===== src/rtl/char_action_fsm_if.sv =====
// Interface between the character input handler and the action state machine.
// The FSM is the slave; the producer of the strobes (or a bench) is the master.
interface char_action_fsm_if;
  logic       in_left;
  logic       in_right;
  logic       in_attack;
  logic       hit_in;
  logic [9:0] pos_x;
  logic [2:0] state;
  logic       dir_attack;
  logic       attack_active;
  logic [4:0] phase_cnt;
  logic       busy;

  modport master (
    output in_left, in_right, in_attack, hit_in,
    input  pos_x, state, dir_attack, attack_active, phase_cnt, busy
  );

  modport slave (
    input  in_left, in_right, in_attack, hit_in,
    output pos_x, state, dir_attack, attack_active, phase_cnt, busy
  );
endinterface


===== src/rtl/char_action_fsm.sv =====
// Per-character action FSM: walking with saturating position, neutral and
// directional attacks with fixed phase lengths, and hit stun override.
//
// state        | meaning
// IDLE         | standing, inputs sampled every frame
// WALK_FWD     | moving toward the opponent this frame
// WALK_BACK    | moving away from the opponent this frame
// ATK_STARTUP  | attack wind-up, hitbox not yet out
// ATK_ACTIVE   | hitbox live
// ATK_RECOVERY | attack cool-down
// STUN         | hit stun, overrides everything
module char_action_fsm #(
  parameter int X_MIN        = 0,
  parameter int X_MAX        = 576,
  parameter int X_INIT       = 64,
  parameter int FACING_RIGHT = 1,
  parameter int FWD_SPEED    = 3,
  parameter int BACK_SPEED   = 2,
  parameter int N_STARTUP    = 5,
  parameter int N_ACTIVE     = 2,
  parameter int N_RECOVERY   = 16,
  parameter int D_STARTUP    = 4,
  parameter int D_ACTIVE     = 3,
  parameter int D_RECOVERY   = 15,
  parameter int STUN_FRAMES  = 20
) (
  input  logic clk_game,
  input  logic reset,
  char_action_fsm_if.slave bus
);

  typedef enum logic [2:0] {
    IDLE         = 3'd0,
    WALK_FWD     = 3'd1,
    WALK_BACK    = 3'd2,
    ATK_STARTUP  = 3'd3,
    ATK_ACTIVE   = 3'd4,
    ATK_RECOVERY = 3'd5,
    STUN         = 3'd6
  } state_t;

  localparam logic        FACE     = (FACING_RIGHT != 0);
  localparam logic [10:0] XMIN11   = 11'(X_MIN);
  localparam logic [10:0] XMAX11   = 11'(X_MAX);
  localparam logic [9:0]  XMIN10   = 10'(X_MIN);
  localparam logic [9:0]  XMAX10   = 10'(X_MAX);
  localparam logic [9:0]  XINIT10  = 10'(X_INIT);
  localparam logic [10:0] FWD11    = 11'(FWD_SPEED);
  localparam logic [10:0] BACK11   = 11'(BACK_SPEED);
  localparam logic [4:0]  N_S_LD   = 5'(N_STARTUP - 1);
  localparam logic [4:0]  N_A_LD   = 5'(N_ACTIVE - 1);
  localparam logic [4:0]  N_R_LD   = 5'(N_RECOVERY - 1);
  localparam logic [4:0]  D_S_LD   = 5'(D_STARTUP - 1);
  localparam logic [4:0]  D_A_LD   = 5'(D_ACTIVE - 1);
  localparam logic [4:0]  D_R_LD   = 5'(D_RECOVERY - 1);
  localparam logic [4:0]  STUN_LD  = 5'(STUN_FRAMES - 1);

  state_t      st_q, st_d;
  logic [9:0]  pos_q, pos_d;
  logic [4:0]  cnt_q, cnt_d;
  logic        dir_q, dir_d;
  logic        active_q, active_d;
  logic        busy_q, busy_d;

  logic        one_dir;
  logic        fwd;
  logic [10:0] step;
  logic [10:0] sum;
  logic [10:0] diff;
  logic [9:0]  pos_up;
  logic [9:0]  pos_dn;

  always_ff @(posedge clk_game or posedge reset) begin
    if (reset) begin
      st_q     <= IDLE;
      pos_q    <= XINIT10;
      cnt_q    <= 5'd0;
      dir_q    <= 1'b0;
      active_q <= 1'b0;
      busy_q   <= 1'b0;
    end else begin
      st_q     <= st_d;
      pos_q    <= pos_d;
      cnt_q    <= cnt_d;
      dir_q    <= dir_d;
      active_q <= active_d;
      busy_q   <= busy_d;
    end
  end

  always_comb begin
    st_d    = st_q;
    pos_d   = pos_q;
    cnt_d   = cnt_q;
    dir_d   = dir_q;

    one_dir = bus.in_left ^ bus.in_right;
    fwd     = (bus.in_right == FACE);
    step    = fwd ? FWD11 : BACK11;
    // 11-bit arithmetic so an underflow shows up in bit 10 instead of wrapping
    sum     = {1'b0, pos_q} + step;
    diff    = {1'b0, pos_q} - step;
    pos_up  = (sum > XMAX11) ? XMAX10 : sum[9:0];
    pos_dn  = (diff[10] || (diff < XMIN11)) ? XMIN10 : diff[9:0];

    if (bus.hit_in) begin
      st_d  = STUN;
      cnt_d = STUN_LD;
    end else begin
      case (st_q)
        IDLE, WALK_FWD, WALK_BACK: begin
          cnt_d = 5'd0;
          if (bus.in_attack) begin
            st_d  = ATK_STARTUP;
            dir_d = one_dir;
            cnt_d = one_dir ? D_S_LD : N_S_LD;
          end else if (one_dir) begin
            st_d  = fwd ? WALK_FWD : WALK_BACK;
            pos_d = bus.in_right ? pos_up : pos_dn;
          end else begin
            st_d = IDLE;
          end
        end
        ATK_STARTUP: begin
          if (cnt_q == 5'd0) begin
            st_d  = ATK_ACTIVE;
            cnt_d = dir_q ? D_A_LD : N_A_LD;
          end else begin
            cnt_d = cnt_q - 5'd1;
          end
        end
        ATK_ACTIVE: begin
          if (cnt_q == 5'd0) begin
            st_d  = ATK_RECOVERY;
            cnt_d = dir_q ? D_R_LD : N_R_LD;
          end else begin
            cnt_d = cnt_q - 5'd1;
          end
        end
        ATK_RECOVERY, STUN: begin
          if (cnt_q == 5'd0) begin
            st_d  = IDLE;
            cnt_d = 5'd0;
          end else begin
            cnt_d = cnt_q - 5'd1;
          end
        end
        default: begin
          st_d  = IDLE;
          cnt_d = 5'd0;
        end
      endcase
    end

    // decoded from the next state so the flag flops line up with st_q
    active_d = (st_d == ATK_ACTIVE);
    busy_d   = (st_d == ATK_STARTUP) || (st_d == ATK_ACTIVE) ||
               (st_d == ATK_RECOVERY) || (st_d == STUN);
  end

  assign bus.pos_x         = pos_q;
  assign bus.state         = st_q;
  assign bus.dir_attack    = dir_q;
  assign bus.attack_active = active_q;
  assign bus.phase_cnt     = cnt_q;
  assign bus.busy          = busy_q;

endmodule


===== src/flat_wrapper.sv =====
// flat-port wrapper written by rule: the top's interface ports become plain ports
module char_action_fsm_flat 
#(
  parameter int X_MIN        = 0,
  parameter int X_MAX        = 576,
  parameter int X_INIT       = 64,
  parameter int FACING_RIGHT = 1,
  parameter int FWD_SPEED    = 3,
  parameter int BACK_SPEED   = 2,
  parameter int N_STARTUP    = 5,
  parameter int N_ACTIVE     = 2,
  parameter int N_RECOVERY   = 16,
  parameter int D_STARTUP    = 4,
  parameter int D_ACTIVE     = 3,
  parameter int D_RECOVERY   = 15,
  parameter int STUN_FRAMES  = 20
)
  (clk_game, reset, bus_in_left, bus_in_right, bus_in_attack, bus_hit_in, bus_pos_x, bus_state, bus_dir_attack, bus_attack_active, bus_phase_cnt, bus_busy);
  char_action_fsm_if bus_i ();
  input  logic clk_game;
  input  logic reset;
  input wire logic [$bits(bus_i.in_left)-1:0] bus_in_left;
  input wire logic [$bits(bus_i.in_right)-1:0] bus_in_right;
  input wire logic [$bits(bus_i.in_attack)-1:0] bus_in_attack;
  input wire logic [$bits(bus_i.hit_in)-1:0] bus_hit_in;
  output wire logic [$bits(bus_i.pos_x)-1:0] bus_pos_x;
  output wire logic [$bits(bus_i.state)-1:0] bus_state;
  output wire logic [$bits(bus_i.dir_attack)-1:0] bus_dir_attack;
  output wire logic [$bits(bus_i.attack_active)-1:0] bus_attack_active;
  output wire logic [$bits(bus_i.phase_cnt)-1:0] bus_phase_cnt;
  output wire logic [$bits(bus_i.busy)-1:0] bus_busy;
  assign bus_i.in_left = bus_in_left;
  assign bus_i.in_right = bus_in_right;
  assign bus_i.in_attack = bus_in_attack;
  assign bus_i.hit_in = bus_hit_in;
  assign bus_pos_x = bus_i.pos_x;
  assign bus_state = bus_i.state;
  assign bus_dir_attack = bus_i.dir_attack;
  assign bus_attack_active = bus_i.attack_active;
  assign bus_phase_cnt = bus_i.phase_cnt;
  assign bus_busy = bus_i.busy;
  char_action_fsm #(.X_MIN(X_MIN), .X_MAX(X_MAX), .X_INIT(X_INIT), .FACING_RIGHT(FACING_RIGHT), .FWD_SPEED(FWD_SPEED), .BACK_SPEED(BACK_SPEED), .N_STARTUP(N_STARTUP), .N_ACTIVE(N_ACTIVE), .N_RECOVERY(N_RECOVERY), .D_STARTUP(D_STARTUP), .D_ACTIVE(D_ACTIVE), .D_RECOVERY(D_RECOVERY), .STUN_FRAMES(STUN_FRAMES)) u_core (.clk_game(clk_game), .reset(reset), .bus(bus_i));
endmodule

===== config.mk =====
export PLATFORM = sky130hd
export DESIGN_NAME = char_action_fsm_flat
export DESIGN_NICKNAME = d
export VERILOG_FILES = /design/src/rtl/char_action_fsm_if.sv /design/src/rtl/char_action_fsm.sv /design/src/flat_wrapper.sv
export SDC_FILE = /design/constraint.sdc
export NUM_CORES = 1
export LEC_CHECK = 0
export CORE_AREA = 2 2 57 59
export CTS_CLUSTER_DIAMETER = 30
export DETAILED_ROUTE_END_ITERATION = 16
export DIE_AREA = 0 0 59 61
export HOLD_SLACK_MARGIN = 0.03
export PLACE_DENSITY = 0.93
export SLEW_MARGIN = 0
export SYNTH_ARGS = -nofsm -noshare
export SYNTH_HDL_FRONTEND = slang
export SYNTH_SLANG_ARGS = --single-unit

===== constraint.sdc =====
create_clock -name clk_game -period 3.35 [get_ports clk_game]
set_input_delay 0.8375 -clock clk_game [delete_from_list [all_inputs] [get_ports clk_game]]
set_output_delay 0.8375 -clock clk_game [all_outputs]
set_load 0.01 [all_outputs]

==> results <==
==> worst paths after layout <==
check | end | slack (ns) | cells after the start
worst max-delay path | u_core.bus.pos_x[8] | 0.42 | 10
worst min-delay path | u_core.bus.phase_cnt[4] | 0.59 | 1
worst max register to register | u_core.bus.pos_x[8] | 1.03 | 9
worst min register to register | u_core.bus.phase_cnt[4] | 0.59 | 1
max in group asynchronous | u_core.bus.pos_x[2] | 1.88 | 2
min in group asynchronous | u_core.bus.pos_x[9] | 0.97 | 2
==> worst register-to-register path, stage by stage (launching register included) <==
cell and delay [ns]:
dfrtp_1 0.41, ha_1 0.23, inv_1 0.06, ha_1 0.20, and2b_1 0.25, o21ai_0 0.17, nand4_1 0.14, a22oi_2 0.41
o21ai_2 0.10, o311ai_1 0.28
==> state kept, by name, summed over array words and instances (netlist names) <==
register and flops:
u_core.bus.attack_active 1, u_core.bus.dir_attack 1, u_core.bus.state 3, u_core.bus.busy 1
u_core.bus.phase_cnt 5, u_core.bus.pos_x 10
==> Yosys cell counts, types with 2 or more instances <==
| master | n | area share (%) |
|---|---|---|
| buf_2 | 5 | 1.5 |
| a211o_1 | 2 | 1.1 |
| nand4_1 | 3 | 1.1 |
| o31ai_1 | 3 | 1.4 |
| o22ai_1 | 2 | 0.76 |
| ha_1 | 7 | 5.3 |
| a32oi_1 | 3 | 1.6 |
| dfrtp_1 | 20 | 30 |
| and2_1 | 4 | 1.5 |
| o221ai_1 | 3 | 1.6 |
| nor3_1 | 15 | 4.5 |
| nand2_1 | 11 | 2.5 |
| and3_1 | 2 | 0.76 |
| a21oi_1 | 13 | 3.9 |
| nand3_1 | 4 | 1.2 |
| nor2_1 | 26 | 5.9 |
| o21ai_0 | 18 | 5.4 |
| inv_1 | 10 | 2.3 |
| xnor2_1 | 7 | 3.7 |
| a21o_1 | 2 | 0.91 |
| clkbuf_1 | 5 | 1.1 |
| a22oi_1 | 3 | 1.4 |
| nor2b_1 | 2 | 0.76 |
| a22o_1 | 2 | 1.1 |
| nor4_1 | 3 | 1.1 |
==> kinds of logic after synthesis <==
family | count (synthesis)
buf+inv | 22
flops | 21
simple gates | 83
compound gates | 62
mux | 2
fa+ha+maj | 7
xor+xnor | 8
==> per-stage QoR <==
step                      util (%)  hold WS, ns  setup slack (ns)  power, uW
after CTS                     66.0        0.584             0.432       1040
after global routing          66.0        0.602             0.204       1120
final                         66.0        0.589             0.425       1040
after global placement        65.1        0.553             0.178        903
after floorplan                  -        0.582             0.861        729
after detailed placement      65.1        0.551             0.111        914
==> report_power, final <==
group / internal (uW) / switching, uW
registers: 306 / 88.9
clock network: 46.4 / 73.6
logic: 268 / 255
==> area by class of cell <==
type                       instances  area, um^2
fill                             247        1000
tap                               33        41.3
sequential                        21         527
multi-input combinational        162        1040
timing repair buffer              28         275
inverter                          11        41.3
clock buffer                       4        26.3
==> metal layers <==
metal	global-route usage, %	vias up	share of wire, %
met5	0	-	0
met4	11.0	0	2.0
met3	2.99	10	6.3
met2	41.7	71	48
met1	31.2	761	44
li1	-	790	-
==> out/metrics.yaml <==
status:
  status: "completed"
routing:
  wl_per_cell_um: 15.0
  drc: 0
  routed_wl_um: 3880
  antenna_left: 0
  first_pass_iters: 4
  via_per_inst: 6.30
  vias: 1632
  first_iter_violations: 106
cts:
  clkSinkCount: 21
  cts.htree.levels: 1
  cts_hold_buf: 0
  ctsResizeCount: 0
  numCtsBuffers: 3
  cts-root-buf: "clkbuf_4"
  clk_pin_slew_ns: 0.11
  cts_setup_buffers: 0
  clk_latency_ns: 0.30
  cts_tree: "done"
  clock_path_buffers: 2
yosys:
  ys.flop_type: "dfrtp_1"
  synthArstFlopShare_pct: 100
  netlist_instances: 205
  synth_fa_ha_area_share_pct: 5.29
  synth_compound_area_share_pct: 24.8
  yosys_warnings: 0
  netlist-cell-type-count: 55
  yosys.area_share.simple_pct: 26.4
  syn_area_mm2: 0.00166
  synth_xor_area_share_pct: 4.23
  yosysSeqAreaShare_pct: 31.8
  ys_ff_latch: 21
  synth.avg_cell_area_um2: 8.08
  synthMuxAreaShare_pct: 1.96
  syn_nets: 218
  synth_edf_count: 0
  synth_top_family_by_area: "simple AND/OR/NAND/NOR gates"
global_routing:
  grt_max_degree: 22
  antenna_found_initial: 0
  grt_pass1_vias: 1522
  grt_remaining_overflow: 0
  grtUsageTotal_pct: 24.5
  grt_pass1_wl_um: 6760
floorplanning:
  die_h_um: 61
  ios: 27
  initial_core_util_pct: 56.1
  fp.dieArea_mm2: 0.00360
  core_mm2: 0.00295
  rows: 20
  die_w_um: 59
critical_path:
  end_kind: "flop"
  cp_common_cell: "ha_1"
  critPathSlowestCell: "clkdlybuf4s50_1"
  path_buf_inv: 2
  cp_max_fo: 8
  critical_path_class: "primary input to flop"
  crit_arrival_ns: 3.13
  startpoint: "bus_in_right"
  start_kind: "primary input"
  crit_chain: "clkdlybuf4s50_1, ha_1, inv_1, ha_1, and2b_1, a22o_1, o2111ai_1, a22oi_2, o21ai_2, o311ai_1"
  reg2reg_from: "u_core.bus.pos_x[0]"
  crit_family: "compound AO/OA/AOI/OAI gates"
  required_ns: 3.55
  slowest_delay_ns: 0.48
timing:
  finalSetupViolCount: 0
  max_freq_mhz: 342
  skew_ns: 0.00446
  rsz0062_at_grt: "false"
  finalCritPeriodShare_pct: 87.3
  final_hold_viol_count: 0
  final.setup.tns_ns: 0
  drv_slew: 0
  fin_crit_ns: 2.93
  worst_pin_slew_ns: 0.796
  max_slew_margin_pct: 46.9
cells_and_area:
  layout-drive-gt1-share_pct: 7.08
  final_cell_mix: "nor2_1, clkdlybuf4s50_1, dfrtp_1"
  finalNonFillerCells: 259
  area_delta_synth_final_pct: 17.6
  finish.instance_area_mm2: 0.00195
  antennaDiodeCount: 0
  nets: 240
placement:
  gp_congestion: 0.993
  io_buffers: 26
  post-dp-hpwl_um: 2810
  placed_area_mm2: 0.00192
  place_inst: 255
job:
  drv_cap: 0
worst_hold_path:
  hp-start: "u_core.bus.phase_cnt[4]"
  hp-class: "flop to flop"
pwr:
  leakagePower_uw: 0.000750
  p_per_area_mw_per_mm2: 533
  vdd.ir_drop.worst_v: 0.000339
(Power assumes the default switching activity.)
